`src/rtl/sound_pkg.sv`:
```
// Shared types for the sound RAM arbiter: FSM states, requester identity and
// the byte-lane helper used on Z80 reads.
package sound_pkg;

   localparam int SOUND_RAM_AW = 15;

   typedef enum logic [1:0] {
      IDLE   = 2'd0,
      ACCESS = 2'd1,
      DATA   = 2'd2
   } arb_state_t;

   typedef enum logic {
      REQ_M = 1'b0,
      REQ_Z = 1'b1
   } requester_t;

   function automatic logic [7:0] lane_byte(input logic [15:0] word, input logic hi);
      return hi ? word[15:8] : word[7:0];
   endfunction

endpackage

```
`src/rtl/sound_ram_arbiter.sv`:
```
// Shares the sound program/work RAM (two byte banks) between the main CPU window (M)
// and the sound Z80 (Z). Build option SOUND_ARB_ROUND_ROBIN_EN swaps the fixed-priority
// starvation guard for round-robin arbitration.
//
// state  | meaning
// IDLE   | sample requests, register the winner's address/we/data
// ACCESS | address (and write enables) presented to the banks
// DATA   | bank read data valid; capture into winner's dout, pulse its ack
module sound_ram_arbiter
   import sound_pkg::*;
#(
   parameter int AW         = SOUND_RAM_AW,
   parameter int Z_MAX_WAIT = 8
) (
   input  logic          CLK_32M,
   input  logic          RESET,
   input  logic          m_req,
   input  logic          m_we,
   input  logic [AW-1:0] m_addr,
   input  logic [1:0]    m_byte_sel,
   input  logic [15:0]   m_din,
   output logic [15:0]   m_dout,
   output logic          m_ack,
   input  logic          z_req,
   input  logic          z_we,
   input  logic [AW:0]   z_addr,
   input  logic [7:0]    z_din,
   output logic [7:0]    z_dout,
   output logic          z_ack,
   output logic [AW-1:0] ram_addr,
   output logic [15:0]   ram_din,
   output logic          ram_we_h,
   output logic          ram_we_l,
   input  logic [15:0]   ram_q
);

   arb_state_t state;
   requester_t owner;
   requester_t winner;
   logic       grant;
   logic       z_lane_hi;

`ifdef SOUND_ARB_ROUND_ROBIN_EN
   requester_t last_grant;

   always_comb begin
      grant  = 1'b0;
      winner = REQ_M;
      if (state == IDLE) begin
         if (m_req && z_req) begin
            grant  = 1'b1;
            winner = (last_grant == REQ_M) ? REQ_Z : REQ_M;
         end else if (m_req) begin
            grant  = 1'b1;
            winner = REQ_M;
         end else if (z_req) begin
            grant  = 1'b1;
            winner = REQ_Z;
         end
      end
   end

   always_ff @(posedge CLK_32M or posedge RESET) begin
      if (RESET) begin
         last_grant <= REQ_Z;
      end else if (grant) begin
         last_grant <= winner;
      end
   end
`else
   localparam int            CW       = $clog2(Z_MAX_WAIT + 1);
   localparam logic [CW-1:0] WAIT_MAX = CW'(Z_MAX_WAIT);

   logic [CW-1:0] z_wait_cnt;

   always_comb begin
      grant  = 1'b0;
      winner = REQ_M;
      if (state == IDLE) begin
         if (z_req && (z_wait_cnt >= WAIT_MAX)) begin
            grant  = 1'b1;
            winner = REQ_Z;
         end else if (m_req) begin
            grant  = 1'b1;
            winner = REQ_M;
         end else if (z_req) begin
            grant  = 1'b1;
            winner = REQ_Z;
         end
      end
   end

   // Z waiting while its own transaction is in flight does not count as starvation.
   always_ff @(posedge CLK_32M or posedge RESET) begin
      if (RESET) begin
         z_wait_cnt <= '0;
      end else if (!z_req || (grant && winner == REQ_Z) ||
                   (state != IDLE && owner == REQ_Z)) begin
         z_wait_cnt <= '0;
      end else if (z_wait_cnt < WAIT_MAX) begin
         z_wait_cnt <= z_wait_cnt + 1'b1;
      end
   end
`endif

   always_ff @(posedge CLK_32M or posedge RESET) begin
      if (RESET) begin
         state     <= IDLE;
         owner     <= REQ_M;
         z_lane_hi <= 1'b0;
         ram_addr  <= '0;
         ram_din   <= '0;
         ram_we_h  <= 1'b0;
         ram_we_l  <= 1'b0;
         m_dout    <= '0;
         m_ack     <= 1'b0;
         z_dout    <= '0;
         z_ack     <= 1'b0;
      end else begin
         m_ack <= 1'b0;
         z_ack <= 1'b0;
         case (state)
            IDLE: begin
               if (grant) begin
                  owner <= winner;
                  state <= ACCESS;
                  if (winner == REQ_M) begin
                     ram_addr <= m_addr;
                     ram_din  <= m_din;
                     ram_we_h <= m_we & m_byte_sel[1];
                     ram_we_l <= m_we & m_byte_sel[0];
                  end else begin
                     ram_addr  <= z_addr[AW:1];
                     ram_din   <= {z_din, z_din};
                     z_lane_hi <= z_addr[0];
                     ram_we_h  <= z_we & z_addr[0];
                     ram_we_l  <= z_we & ~z_addr[0];
                  end
               end
            end
            ACCESS: begin
               ram_we_h <= 1'b0;
               ram_we_l <= 1'b0;
               state    <= DATA;
            end
            DATA: begin
               if (owner == REQ_M) begin
                  m_dout <= ram_q;
                  m_ack  <= 1'b1;
               end else begin
                  z_dout <= lane_byte(ram_q, z_lane_hi);
                  z_ack  <= 1'b1;
               end
               state <= IDLE;
            end
            default: state <= IDLE;
         endcase
      end
   end

endmodule

```
`config.mk`:
```
export PLATFORM = sky130hd
export DESIGN_NAME = sound_ram_arbiter
export DESIGN_NICKNAME = d
export VERILOG_FILES = /design/src/rtl/sound_pkg.sv /design/src/rtl/sound_ram_arbiter.sv
export SDC_FILE = /design/constraint.sdc
export NUM_CORES = 1
export LEC_CHECK = 0
export ABC_AREA = 1
export ABC_CLOCK_PERIOD_IN_PS = 4400
export CORE_MARGIN = 8
export CORE_UTILIZATION = 46
export CTS_BUF_LIST = sky130_fd_sc_hd__clkbuf_16
export CTS_CLUSTER_DIAMETER = 60
export DETAILED_ROUTE_END_ITERATION = 12
export PLACE_DENSITY = 0.93
export RECOVER_POWER = 100
export SETUP_SLACK_MARGIN = 0.1
export SLEW_MARGIN = 20
export SYNTH_ARGS = -nofsm -noshare
export SYNTH_HDL_FRONTEND = slang
export SYNTH_SLANG_ARGS = --single-unit
```
`constraint.sdc`:
```
create_clock -name CLK_32M -period 4.4 [get_ports CLK_32M]
set_clock_uncertainty 0.05 [all_clocks]
set_input_delay 0.44 -clock CLK_32M [delete_from_list [all_inputs] [get_ports CLK_32M]]
set_output_delay 0.44 -clock CLK_32M [all_outputs]
set_load 0.02 [all_outputs]
```
* After elaboration in Yosys (flattened, before gate mapping)
Index checks and enable logic that the tools add are counted.
** Word-level totals
- Register bits after elaboration :: 67
- Input port bits :: 79
- Output and inout port bits :: 59
- Logic and storage cells :: 63
** Operators by class
- $add $sub $neg :: 1
- Order comparisons :: 2
- Equality and inequality tests :: 3
- Mux-type cells :: 24
- Bitwise gates (word level) :: 6
- Reductions and logical operators :: 15
** Operators by type and width (count)
- 16-bit two-way mux :: 1
- 1-bit two-way mux :: 15
- 15-bit two-way mux :: 1
- 4-bit two-way mux :: 2
- 8-bit two-way mux :: 1
- 2-bit AND reduction :: 4
- 2-bit nonzero test :: 3
- 4-bit by 1-bit adder with 4-bit output, second input constant :: 1
- 1-bit AND :: 4
- 4-bit >= comparator, second input constant :: 1
- 4-bit less-than comparator, second input constant :: 1
- 1-bit one-hot mux with 2 select lines :: 2
- 2-bit one-hot mux with 2 select lines :: 1
- 1-bit logical AND :: 3
- 3-bit AND reduction :: 1
- 2-bit by 1-bit equality test with 1-bit output, second input constant :: 1
- 2-bit equality test, second input constant :: 1
- 2-bit logical NOT :: 1
- 1-bit logical OR :: 2
- 2-bit two-way mux :: 1
- 2-bit inequality test, second input constant :: 1
- 1-bit NOT :: 2
- 1-bit logical NOT :: 1

* Depth between registers and ports, before layout
- Word-level depth :: 8
- Depth in mapped cells :: 8
- Gate-level depth less buffers :: 8

* Least setup slack after synthesis
OpenSTA, ideal clock, no wires.
- Path type :: input-to-reg
- From :: input z_req
- To :: register ram_addr[10]
- Setup time :: 0.117 ns
- Arrival :: 1.109 ns
- Data required time :: 4.233 ns
- Setup slack :: 3.124 ns
- Stages :: 7
- Cells stage by stage :: buf_4 > nor2_4 > nor2_8 > inv_2 > buf_4 > nand2_1 > nand2_1
** Between the ends
- Word-level cells in the longest chain between the ends :: 5
- Elaborated cells on any way between the ends :: 10
- Classes of those cells :: mux (8); reduce/logical (2)
** Ends and longest elaborated chain
- from (decl) :: line sound_ram_arbiter.sv:24 : input logic z_req,
- 1-bit two-way mux :: line sound_ram_arbiter.sv:86 : end else if (z_req) begin
- 1-bit two-way mux :: line sound_ram_arbiter.sv:83 : end else if (m_req) begin
- 1-bit two-way mux :: line sound_ram_arbiter.sv:80 : if (z_req && (z_wait_cnt >= WAIT_MAX)) begin
- 1-bit two-way mux :: line sound_ram_arbiter.sv:79 : if (state == IDLE) begin
- 15-bit two-way mux or 2-bit AND reduction (tied branches)
- to (signal assigned) :: line sound_ram_arbiter.sv:128 : ram_addr <= m_addr;
- to (signal assigned) :: line sound_ram_arbiter.sv:133 : ram_addr <= z_addr[AW:1];
- to (decl) :: line sound_ram_arbiter.sv:30 : output logic [AW-1:0] ram_addr,
Several ways; a longest one is shown, not always the timed one.
A chain may end at the register's enable or synchronous reset.

* Worst setup path in the final report
- From :: input z_req
- To :: register ram_addr[1]
The elaborated chain is that of the path after synthesis.

==> flow_summary_export.csv <==
group,metric,value,unit
timing,setup_violations,0,
detailed_routing,ant_nets,0,
cts,cts.path.max_buffers,2,
grt,grt_max_degree,46,
pwr,p_int,1.93,mW
setup_path,cpMaxStageDelayCell,"dlygate4sd3_1",
cts,cts_resized,0,
pwr,vdd_drop_max,0.317,mV
placed_design,placed_cells_incl_taps,593,
detailed_routing,drt_iter0_drc,107,
synth,yosys.area_share.simple,29.2,%
detailed_routing,viasPerCell,5.07,
synth,syn_avg_cell_area,8.14,um2
grt,grt_antenna_before_repair,0,
timing,rsz0062_at_grt,"false",
grt,grt_overflow_total,0,
setup_path,end_kind,"register",
floorplanning,dieArea,0.00988,mm2
floorplanning,core_area,0.00676,mm2
synth,synth_cells,393,
run_status,status,"finished clean",
setup_path,worstSetupStartpoint,"z_req",
setup_path,critPathKind,"in2reg",
layout,fillers,478,
timing,fin_crit_sh,66.7,%
setup_path,cp_max_fo,45,
placed_design,dp_slack,1.61,ns
synth,synth_top_family_by_area,"simple AND/OR/NAND/NOR gates",
detailed_routing,via_count,3087,
pwr,p_sw_share,40.7,%
pwr,comb_power_share,45.7,%
cts,clkSlewWorstSetupHoldPaths,0.05,ns
placed_design,place_congestion,0.825,
timing,max_freq,341,MHz
cts,clk_latency,0.32,ns
synth,synth_xor_area_share,0.548,%
timing,hold_violations,0,
layout,areaGrowthSynthToFinish,50.8,%
synth,synth_fa_ha_area_share,0.782,%
layout,layout-drive-gt1-share,3.97,%
cts,cts_made_buffers,9,
floorplanning,start_util,47.4,%
pwr,power.density,676,mW/mm2
grt,grt_pass1_wl,16000,um
worst_hold_path,hold_path_class,"reg2reg",
layout,instances_no_fill,609,
floorplanning,io_pins,138,
synth,ys_types,27,
synth,synth_compound_area_share,6.80,%
worst_hold_path,hp-start,"m_dout[10]",
timing,tightest_slew,1.44,ns
timing,final_max_slew_viol_count,0,
setup_path,path_cells,"dlygate4sd3_1 -> nor2_1 -> nor2_8 -> inv_1 -> nand2_1 -> nand2_1",
detailed_routing,wl,9820,um
grt,grt_use_total,20.4,%
timing,setup_ws,1.46,ns
floorplanning,die_h,99.4,um
grt,grt_pass1_vias,3299,
cts,cts_tree,"done",
synth,synth_seq_area_share,52.4,%
setup_path,startpoint_type,"input pin",
timing,whs,0.431,ns
setup_path,critPathMaxStageDelay,1.24,ns
detailed_routing,drt_pass1_iterations,5,
synth,synthesis.nets,474,
setup_path,critical_path.most_common_cell,"nand2_1",
floorplanning,rows,30,
pwr,leakagePower,2.41,nW
cts,post-cts-setup-buffers,0,
cts,ctsHtreeMaxLevel,3,
synth,synth_area,0.00320,mm2
synth,muxShareOfSynthArea,0.313,%
pwr,netSwitchingPower,1.33,mW
timing,setup_tns,0,ns
setup_path,reg2reg_from,"state[1]",
setup_path,cp.arrival,3.09,ns
cts,postCtsHoldBufs,0,
timing,maxSlewHeadroom,3.46,%
pwr,power,3.26,mW
pwr,clkPwrFrac,21.0,%
flow_run,max-cap-violations,0,
cts,cts.sinks,67,
layout,antennaDiodeCount,0,
synth,ys_warn_count,0,
cts,cts_root_buf,"clkbuf_16",
timing,period_needed,2.94,ns
pwr,p_seq_share,33.4,%
detailed_routing,drc,0,
detailed_routing,routedWlPerCell,16.1,um
setup_path,critPathRequiredTime,4.56,ns
placed_design,dpl.hpwl,7360,um
floorplanning,die_width,99.4,um
synth,ys_ff_latch,67,
layout,fin_nets,605,
placed_design,io_buffers,137,
[cell usage in the layout (no fill, tap or decap)]
master	netlist	final
a21oi_1	16	16
buf_4	6	1
bufinv_16	0	1
clkbuf_16	0	9
clkdlybuf4s50_1	0	76
clkinv_1	2	4
clkinv_2	0	3
clkinvlp_4	0	1
dfrtp_1	67	67
dlygate4sd3_1	0	61
ha_1	2	2
inv_1	47	51
inv_2	5	1
mux2i_1	1	1
nand2_1	137	137
nand2_4	2	2
nand3_1	24	25
nand3_4	1	1
nand3b_1	15	15
nor2_1	22	23
nor2_2	1	1
nor2_8	1	1
nor3_1	0	1
o211ai_1	1	1
o21ai_0	24	25
o21ai_1	2	1
xnor2_1	1	1
xor2_1	1	1
[power by group through the flow]
stage / Sequential, mW / Combinational [mW] / Clock (mW)
2_1_floorplan: 1.38 / 0.573 / 0
3_3_place_gp: 1.09 / 1.54 / 0
3_5_place_dp: 1.10 / 1.60 / 0
4_1_cts: 1.10 / 1.61 / 0.695
5_1_grt: 1.12 / 1.63 / 0.722
6_report: 1.09 / 1.49 / 0.684
[routing by layer]
metal  track usage (%)  routed length (um)
met2              34.3                4860
met5                 0                   0
met4              10.4                 272
met1              22.8                3820
met3              6.15                 876
[through the flow]
step           cell area, um2  util [%]
4_1_cts                  4850      71.7
6_report                 4820      71.4
2_1_floorplan            3200         -
3_5_place_dp             4560      67.5
5_1_grt                  4820      71.4
3_3_place_gp             4560      67.5
[final timing paths]
path	end	slack, ns	cells after the start
setup / recovery	ram_addr[1]	1.46	6
hold / removal	m_dout[10]	0.43	2
setup reg to reg	z_dout[5]	2.34	3
hold reg to reg	m_dout[10]	0.43	2
max in group asynchronous	m_dout[3]	2.28	3
min in group asynchronous	z_ack	0.90	2
[worst max-delay path, delay by kind of cell]
kind	cells	cell delay (ns)
buffers and inverters	2	1.62
and+or+nand+nor	4	1.01
[state kept, by name, summed over array words and instances, names as in the netlist]
register,count
ram_we_l,1
ram_din,16
ram_addr,15
z_dout,8
ram_we_h,1
m_ack,1
owner,1
m_dout,16
z_wait_cnt,4
state,2
z_ack,1
z_lane_hi,1
[synth_stat cells, drive strengths merged]
cell	instances	area share, %
dfrtp	67	52
o21ai	26	4.1
nor3	1	0.51
a21oi	16	2.5
clkbuf	1	0.12
nor2	25	3.8
nand3b	15	3.5
inv	52	6.1
nand3	26	4.6
clkinv	2	0.23
ha	2	0.78
o211ai	1	0.23
nand2	139	17
xor2	1	0.27
buf	17	3.5
mux2i	1	0.31
xnor2	1	0.27
[cell type report]
cell class	instances	area [um2]	share of cell area, %
flip-flops and latches	67	1680	34.8
clock buffers	9	225	4.67
clock inverters	7	60.1	1.25
inverters	54	203	4.20
repair buffers	138	1380	28.6
well taps	80	100	2.08
multi-input cells	254	1180	24.5
[logic make-up after synthesis]
| kind of cell | after synthesis |
|---|---|
| buffers and inverters | 72 |
| adder cells (fa/ha/maj) | 2 |
| AND/OR/NAND/NOR | 206 |
| XOR/XNOR | 2 |
| flip-flops | 67 |
| multiplexers | 1 |
| AO/OA/AOI/OAI | 43 |
Power figures use the tool's default switching activity.
